==> src/rtl/alu_arb_ctrl.sv <==
// rtl/alu_arb_ctrl.sv - two-requester arbiter and sequencer in front of a shared 4-bit ALU
// Define ALU_ARB_RR_EN for round-robin arbitration; otherwise port 0 has fixed priority.
module alu_arb_ctrl (
    input  logic       clk,
    input  logic       rst_n,
    input  logic       r0_valid,
    output logic       r0_ready,
    input  logic [3:0] r0_op,
    input  logic [3:0] r0_a,
    input  logic [3:0] r0_b,
    input  logic       r1_valid,
    output logic       r1_ready,
    input  logic [3:0] r1_op,
    input  logic [3:0] r1_a,
    input  logic [3:0] r1_b,
    output logic [3:0] alu_op,
    output logic [3:0] alu_a,
    output logic [3:0] alu_b,
    input  logic [3:0] alu_y,
    input  logic       alu_cf,
    input  logic       alu_bf,
    input  logic       alu_vf,
    input  logic       alu_zf,
    input  logic       alu_sf,
    input  logic       alu_pf,
    output logic       rsp_valid,
    input  logic       rsp_ready,
    output logic       rsp_id,
    output logic [3:0] rsp_y,
    output logic [5:0] rsp_flags,
    output logic       busy
);

    typedef enum logic [1:0] {IDLE, EXEC, RESP} state_t;

    state_t     state_q, state_d;
    logic [3:0] op_q, op_d, a_q, a_d, b_q, b_d;
    logic       id_q, id_d;
    logic       rsp_id_q, rsp_id_d;
    logic [3:0] rsp_y_q, rsp_y_d;
    logic [5:0] rsp_flags_q, rsp_flags_d;
    logic       grant1;
    logic       accept;

`ifdef ALU_ARB_RR_EN
    // prio_q names the port that wins the next contended cycle
    logic prio_q, prio_d;
    assign grant1 = r1_valid & (~r0_valid | prio_q);
`else
    assign grant1 = r1_valid & ~r0_valid;
`endif

    always_comb begin
        state_d     = state_q;
        op_d        = op_q;
        a_d         = a_q;
        b_d         = b_q;
        id_d        = id_q;
        rsp_id_d    = rsp_id_q;
        rsp_y_d     = rsp_y_q;
        rsp_flags_d = rsp_flags_q;
        r0_ready    = 1'b0;
        r1_ready    = 1'b0;
        accept      = 1'b0;
`ifdef ALU_ARB_RR_EN
        prio_d      = prio_q;
`endif
        case (state_q)
            IDLE: begin
                r0_ready = rst_n & r0_valid & ~grant1;
                r1_ready = rst_n & grant1;
                accept   = r0_ready | r1_ready;
                if (accept) begin
                    op_d    = grant1 ? r1_op : r0_op;
                    a_d     = grant1 ? r1_a  : r0_a;
                    b_d     = grant1 ? r1_b  : r0_b;
                    id_d    = grant1;
                    state_d = EXEC;
`ifdef ALU_ARB_RR_EN
                    prio_d  = ~grant1;
`endif
                end
            end
            EXEC: begin
                rsp_y_d     = alu_y;
                rsp_flags_d = {alu_pf, alu_sf, alu_zf, alu_vf, alu_bf, alu_cf};
                rsp_id_d    = id_q;
                state_d     = RESP;
            end
            RESP: begin
                if (rsp_ready) begin
                    state_d = IDLE;
                end
            end
            default: state_d = IDLE;
        endcase
    end

    always_ff @(posedge clk) begin
        if (!rst_n) begin
            state_q     <= IDLE;
            op_q        <= 4'd0;
            a_q         <= 4'd0;
            b_q         <= 4'd0;
            id_q        <= 1'b0;
            rsp_id_q    <= 1'b0;
            rsp_y_q     <= 4'd0;
            rsp_flags_q <= 6'd0;
`ifdef ALU_ARB_RR_EN
            prio_q      <= 1'b0;
`endif
        end else begin
            state_q     <= state_d;
            op_q        <= op_d;
            a_q         <= a_d;
            b_q         <= b_d;
            id_q        <= id_d;
            rsp_id_q    <= rsp_id_d;
            rsp_y_q     <= rsp_y_d;
            rsp_flags_q <= rsp_flags_d;
`ifdef ALU_ARB_RR_EN
            prio_q      <= prio_d;
`endif
        end
    end

    assign alu_op    = op_q;
    assign alu_a     = a_q;
    assign alu_b     = b_q;
    assign rsp_valid = (state_q == RESP);
    assign rsp_id    = rsp_id_q;
    assign rsp_y     = rsp_y_q;
    assign rsp_flags = rsp_flags_q;
    assign busy      = (state_q != IDLE);

endmodule

==> config.mk <==
export PLATFORM = sky130hd
export DESIGN_NAME = alu_arb_ctrl
export DESIGN_NICKNAME = d
export VERILOG_FILES = /design/src/rtl/alu_arb_ctrl.sv
export SDC_FILE = /design/constraint.sdc
export NUM_CORES = 1
export LEC_CHECK = 0
export ABC_AREA = 1
export CAP_MARGIN = 30
export CORE_MARGIN = 8
export CORE_UTILIZATION = 35
export DETAILED_ROUTE_END_ITERATION = 8
export HOLD_SLACK_MARGIN = 0.12
export PLACE_DENSITY_LB_ADDON = 0.05
export SETUP_SLACK_MARGIN = 0.2
export SLEW_MARGIN = 10
export SYNTH_ARGS = -nofsm -noshare
export SYNTH_HDL_FRONTEND = slang
export SYNTH_SLANG_ARGS = --single-unit
==> constraint.sdc <==
create_clock -name clk -period 0.95 [get_ports clk]
set_input_delay 0.19 -clock clk [delete_from_list [all_inputs] [get_ports clk]]
set_output_delay 0.19 -clock clk [all_outputs]
set_load 0.02 [all_outputs]
==> Word level (Yosys, flattened, before mapping) <==
Cells that the tools add are included.
{ "totals": {"output_inout_bits": 27, "reg_bits": 26, "input_bits": 39} }
{ "classes": {"bitwise_logic": 7, "muxes": 8, "eq_ne": 4, "n_reduce_logical": 4} }
{ "op_table": {"columns": ["cell", "count"], "rows": [
  ["4-bit 2-to-1 mux", 3],
  ["2-bit case mux with 3 select lines", 1],
  ["1-bit AND", 4],
  ["2-bit 2-to-1 mux", 2],
  ["2-bit AND reduction", 2],
  ["2-bit by 1-bit equality test with 1-bit output (second input constant)", 1],
  ["2-bit equality test (second input constant)", 1],
  ["2-bit zero test", 1],
  ["1-bit 2-to-1 mux", 2],
  ["2-bit by 1-bit != test with 1-bit output (second input constant)", 1],
  ["2-bit != test (second input constant)", 1],
  ["1-bit NOT", 2],
  ["2-bit nonzero test", 1],
  ["1-bit bitwise OR", 1]
]} }

==> Longest topological paths before layout <==
Gate-level depths: netlist of the first run.
{ "logic_depth": {"ltp_word": 7, "mapped_depth": 8} }

==> Least setup slack after synthesis of the first run <==
OpenSTA, ideal clock, no wires.
{ "synth_path": {"path_type": "reg2out", "from": "register state_q[0]", "to": "output port r0_ready", "path_stages_with_launch": 5, "arrival_ps": 844, "path_buffers": 1, "t_required_ps": 760, "slack_ps": -84, "cell_sequence": "dfxtp_1 -> nor2_4 -> nand2_4 -> buf_6 -> inv_1"} }
{ "synth_between": {"elab_chain_len": 2} }
{ "synth_rtl": {"columns": ["item", "line_no", "rtl"], "rows": [
  ["from (decl)", "36", "state_t state_q, state_d;"],
  ["from (signal assigned)", "113", "state_q <= state_d;"],
  ["2-bit zero test", "68", "case (state_q)"],
  ["1-bit 2-to-1 mux", "68", null],
  ["to (decl)", "7", "output logic r0_ready,"]
]} }
Every way passes these cells.

==> Worst setup path in the final report of the first run <==
{ "layout_path": {"from": "register state_q[1]", "to": "output port r1_ready"} }
{ "layout_between": {"elab_chain_len": 2} }
{ "layout_rtl": {"columns": ["item", "line_no", "rtl"], "rows": [
  ["2-bit zero test", "68", null],
  ["1-bit 2-to-1 mux", "68", null],
  ["to (decl)", "12", "output logic r1_ready,"]
]} }
Every way passes these cells.

==> results of run 1 <==
[state kept, by name, summed over array words and instances (netlist names)]
| signal | count |
|---|---|
| alu_b | 4 |
| alu_a | 4 |
| rsp_y | 4 |
| alu_op | 4 |
| rsp_flags | 6 |
| rsp_id | 1 |
| state_q | 2 |
| id_q | 1 |
[metal layers]
metal	wire (µm)	global-route usage, %
met2	1830	22.5
met1	1730	15.1
met3	292	5.54
met5	0	0
met4	29	2.94
[repair_timing]
item	4_1_cts	5_1_grt
pin swaps	7	8
buffers inserted	4	4
resized for setup	206	20
cloned	2	0
endpoints found under the setup margin	53	53
[worst max-delay path: stages (launching register included)]
cell,delay [ps]
dfxtp_2,370
nor2_4,220
nand3_2,120
inv_2,70
buf_6,110
[through the flow]
stage,TNS (ps),hold WS [ps],area (µm²)
after detailed placement,-20170,456,2040
after CTS,-6530,406,2250
after global routing,-11050,426,2350
after floorplan,-164,345,1290
final,-8530,438,2350
after global placement,-19740,448,2040
[power breakdown]
group | total (mW) | internal (mW) | switching, mW
clock network | 0.775 | 0.427 | 0.348
registers | 1.31 | 1.23 | 0.0800
logic | 1.22 | 0.640 | 0.581
[worst max-delay path by stage]
stage               startpoint  endpoint  slack (ps)  cells after the start
floorplan           state_q[0]  alu_b[0]         -20                      6
global placement      r0_valid  r0_ready        -870                      6
detailed placement    r0_valid  r0_ready        -880                      6
CTS                 state_q[0]  r1_ready        -400                      4
global route        state_q[1]  r1_ready        -490                      4
finish              state_q[1]  r1_ready        -460                      4
[cell usage after synthesis]
cell type	instances
a21oi_1	2
buf_2	2
buf_4	2
buf_6	5
clkbuf_2	1
dfxtp_1	26
inv_1	21
inv_2	2
nand2_1	54
nand2_4	1
nand3_1	12
nand3_2	3
nor2_1	47
nor2_4	2
o21ai_0	11
[cell type report]
type	instances	area share, %
timing repair buffer	89	38.4
multi-input combinational	133	29.1
sequential	26	23.4
inverter	23	3.93
tap	48	2.55
clock inverter	1	1.28
clock buffer	3	0.957
timing repair inverter	1	0.319
[logic make-up (layout without fill, tap and decap cells)]
kind of cell           after synthesis  count (layout)  synth area share (%)
buffers and inverters               33             117                  13.7
AND/OR/NAND/NOR                    119             120                  39.9
flip-flops                          26              26                  41.3
AO/OA/AOI/OAI                       13              13                  5.16
==> impl_metrics.json, run 1 <==
{
  "clockRootBuffer": "clkbuf_4",
  "outcome": "complete, but fails checks",
  "hold_viol": 0,
  "instances_no_fill": 324,
  "area_growth_pct": 86.6,
  "ff2ff_path_depth": 7,
  "cp_max_fo": 4,
  "first_global_vias": 1426,
  "max_cap_violations": 0,
  "diodes": 0,
  "fin_crit_sh_pct": 148,
  "multi_input_area_um2": 684,
  "syn-mean-instance-area_um2": 6.60,
  "r2r_slack_ps": -360,
  "cts_hold_buf": 0,
  "die_h_um": 76.0,
  "dpl.hpwl_um": 2690,
  "drv_slew": 0,
  "syn_nets": 230,
  "track_usage_pct": 13.3,
  "seqCellArea_um2": 552,
  "layout_commonest_cell": "nand2_1",
  "final_cell_mix": "nand2_1 (52), nor2_1 (44), clkdlybuf4s50_1 (36)",
  "worstSetupEndpointType": "primary output",
  "worst_pin_slew_ps": 418,
  "cp.arrival_ps": 1220,
  "clockBufferDepth": 2,
  "r2r-end": "alu_op[2]",
  "syn_inst": 191,
  "rsz0062_at_grt": "true",
  "grt_first_pass_wirelength_um": 6600,
  "p_leak_nw": 1.15,
  "violations": "setup timing",
  "die_area_mm2": 0.00578,
  "setup_violations": 53,
  "cts_buffers": 3,
  "power.density_mw_per_mm2": 1400,
  "insertion_delay_ps": 330,
  "antenna_found_initial": 0,
  "crit_required_ps": 760,
  "worst_clock_skew_ps": 5.81,
  "startpoint_type": "register",
  "ys_ff_latch": 26,
  "min_path_type": "input port to register",
  "routed-via-count": 1406,
  "synth_seq_area_share_pct": 41.3,
  "path_class": "register to primary output",
  "drc": 0,
  "nFillCells": 328,
  "fin_ws_ps": -457,
  "clk_pin_slew_ps": 150,
  "io_pins": 66,
  "initial_utilization_pct": 35.5,
  "routed_wl_um": 3890,
  "gr-total-overflow": 0,
  "fmax_mhz": 711,
  "placed_cells": 310,
  "portBuffers": 65,
  "drt_iter0_drc": 59,
  "synth_area_leaders": "dfxtp_1 (41%), nand2_1 (16%), nor2_1 (14%), inv_1 (6.3%), nand3_1 (4.8%)",
  "syn_area_mm2": 0.00126,
  "wl_per_cell_um": 12.0,
  "layout-drive-gt1-share_pct": 39.9,
  "coreArea_mm2": 0.00355,
  "ir_drop_v": 0.000841,
  "slew_headroom_pct": 72.2,
  "yosys_warnings": 0,
  "via_per_inst": 4.34,
  "r2r_start": "state_q[1]",
  "synth_top_area_cell": "dfxtp_1",
  "firstDrtPassIters": 4,
  "final_net_count": 316,
  "holdPathStages": 4,
  "cts.htree.levels": 1,
  "hold_end": "alu_op[1]",
  "final_util_pct": 66.3,
  "die_width_um": 76.0,
  "cts.sinks": 26,
  "globalplace.congestion": 0.777,
  "preCtsSetupSlack_ps": -879,
  "hold_start": "rst_n",
  "cts_tree": "done",
  "rows": 22,
  "synth_top_area_share_pct": 41.3,
  "final_antenna_net_count": 0,
  "period_minus_slack_ps": 1410,
  "p_total_mw": 3.30,
  "grt_start_max_net_pins": 26,
  "synth_cell_types": 15
}
No activity file was read; power rests on OpenSTA's default activity.
==> run 2, diff against run 1 <==
Settings changed: CORE_UTILIZATION 35 to 25.
==> run 2 against run 1 <==
The run still ends with setup timing left. Power grew 6.6%. Fmax rose by 9.3%. Sequential cell count did not move. Highest routed layer unchanged.
==> impl_metrics.json, run 2 (same netlist as run 1, synthesis figures left out) <==
{
  "diodes": 0,
  "io_pins": 66,
  "routed_wl_um": 4200,
  "critical_path_buf_inv_count": 3,
  "coreArea_mm2": 0.00498,
  "cts_buffers": 3,
  "drv_slew": 0,
  "cp_cell_sequence": "nor2_4 -> buf_6 -> nand2_4 -> inv_4 -> buf_6",
  "nFillCells": 505,
  "startpoint_type": "register",
  "max_cap_violations": 0,
  "firstDrtPassIters": 3,
  "layout_commonest_cell": "nand2_1",
  "drc": 0,
  "worst_pin_slew_ps": 224,
  "antenna_found_initial": 0,
  "hold_viol": 0,
  "cts_tree": "done",
  "hold_slack_ps": 486,
  "violations": "setup timing",
  "p_total_mw": 3.52,
  "ir_drop_v": 0.000944,
  "fin_setup_tns_ps": -6670,
  "slowest_stage": "dfxtp_2",
  "clk_pin_slew_ps": 100,
  "power.density_mw_per_mm2": 1410,
  "gr-total-overflow": 0,
  "final_cell_mix": "nand2_1 (50), nor2_1 (38), buf_6 (38)",
  "rows": 26,
  "r2r_slack_ps": -280,
  "cpPeakStageDelay_ps": 350,
  "track_usage_pct": 10.7,
  "worstSetupEndpointType": "primary output",
  "globalplace.congestion": 0.736,
  "cp.arrival_ps": 1100,
  "die_h_um": 87.0,
  "slew_headroom_pct": 85.1,
  "rsz0062_at_grt": "true",
  "die_area_mm2": 0.00757,
  "crit_required_ps": 760,
  "area_growth_pct": 97.9,
  "portBuffers": 65,
  "drt_iter0_drc": 23,
  "grt_first_pass_wirelength_um": 6380,
  "fmax_mhz": 777,
  "fin_crit_sh_pct": 135,
  "clockBufferDepth": 2,
  "grt_start_max_net_pins": 27,
  "p_leak_nw": 1.21,
  "wl_per_cell_um": 12.0,
  "crit_family": "flip-flops",
  "via_per_inst": 4.00,
  "largest_register_ffs": 6,
  "insertion_delay_ps": 270,
  "preCtsSetupSlack_ps": -848,
  "dpl.hpwl_um": 2930,
  "initial_utilization_pct": 25.3,
  "setup_violations": 30,
  "cts_hold_buf": 0,
  "outcome": "complete, but fails checks",
  "path_class": "register to primary output",
  "first_global_vias": 1364,
  "routed-via-count": 1401,
  "die_width_um": 87.0,
  "cp_max_fo": 3,
  "crit_top_cell": "buf_6",
  "cts.sinks": 26,
  "fin_ws_ps": -337,
  "final_net_count": 320,
  "cts.htree.levels": 1,
  "layout-drive-gt1-share_pct": 45.4,
  "final_antenna_net_count": 0,
  "period_minus_slack_ps": 1290,
  "min_path_type": "register to register",
  "clockRootBuffer": "clkbuf_8",
  "worst_clock_skew_ps": 4.16
}
-- run 2: cell types whose count changed in the layout (fill, tap and decap cells not counted), sizes merged --
cell | before | now
buf | 51 | 54
clkbuf | 3 | 4
clkdlybuf4s50 | 36 | 35
dlygate4sd2 | 2 | 3
nand2 | 55 | 56
nand3 | 16 | 15
-- run 2: worst reg2reg max path, cell delays in order (launching register included) --
cell,delay (ps)
dfxtp_2,350
nor2_4,150
buf_6,120
buf_6,100
nand3_4,100
clkbuf_16,180
nand3_2,50
nand2_1,40
nor2_1,80
-- run 2: path summary, 6_finish.rpt --
kind                   start        to  cells after the start
setup / recovery  state_q[1]  r0_ready                      5
hold / removal          id_q      id_q                      2
setup reg to reg  state_q[1]  alu_a[3]                      8
hold reg to reg         id_q      id_q                      2
-- run 2: final cells by class --
| cell class | instances | area [µm²] | area share [%] |
|---|---|---|---|
| clock buffer | 3 | 41.3 | 1.65 |
| clock inverter | 1 | 30.0 | 1.20 |
| inverter | 23 | 95.1 | 3.81 |
| multi-input combinational | 133 | 701 | 28.1 |
| sequential | 26 | 552 | 22.1 |
| tap | 70 | 87.6 | 3.51 |
| timing repair buffer | 93 | 982 | 39.3 |
| timing repair inverter | 1 | 7.51 | 0.301 |
-- run 2: power by group --
group	switching (mW)	internal, mW
clock network	0.370	0.564
registers	0.0828	1.23
logic	0.590	0.688
-- run 2: through the flow --
stage | cell area, µm² | instances | util [%]
after global routing | 2500 | 350 | 50.2
after floorplan | 1290 | 191 | -
final | 2500 | 350 | 50.2
after global placement | 2080 | 334 | 41.8
after CTS | 2330 | 345 | 46.9
after detailed placement | 2080 | 334 | 41.8
-- run 2: metal layers --
layer	share of wire, %	global-route usage (%)	routed length, µm	up-vias
met1	38	10.8	1610	604
met3	8.1	4.62	341	2
met2	53	20.0	2220	40
li1	-	-	-	755
met4	0.55	1.88	23	0
met5	0	0	0	-
-- run 2: timing repair --
item,CTS,global route
gates resized for setup,213,31
hold endpoints to repair,0,0
gates cloned,2,1
setup endpoints to repair,53,53
pin swaps,11,10
setup buffers,5,4
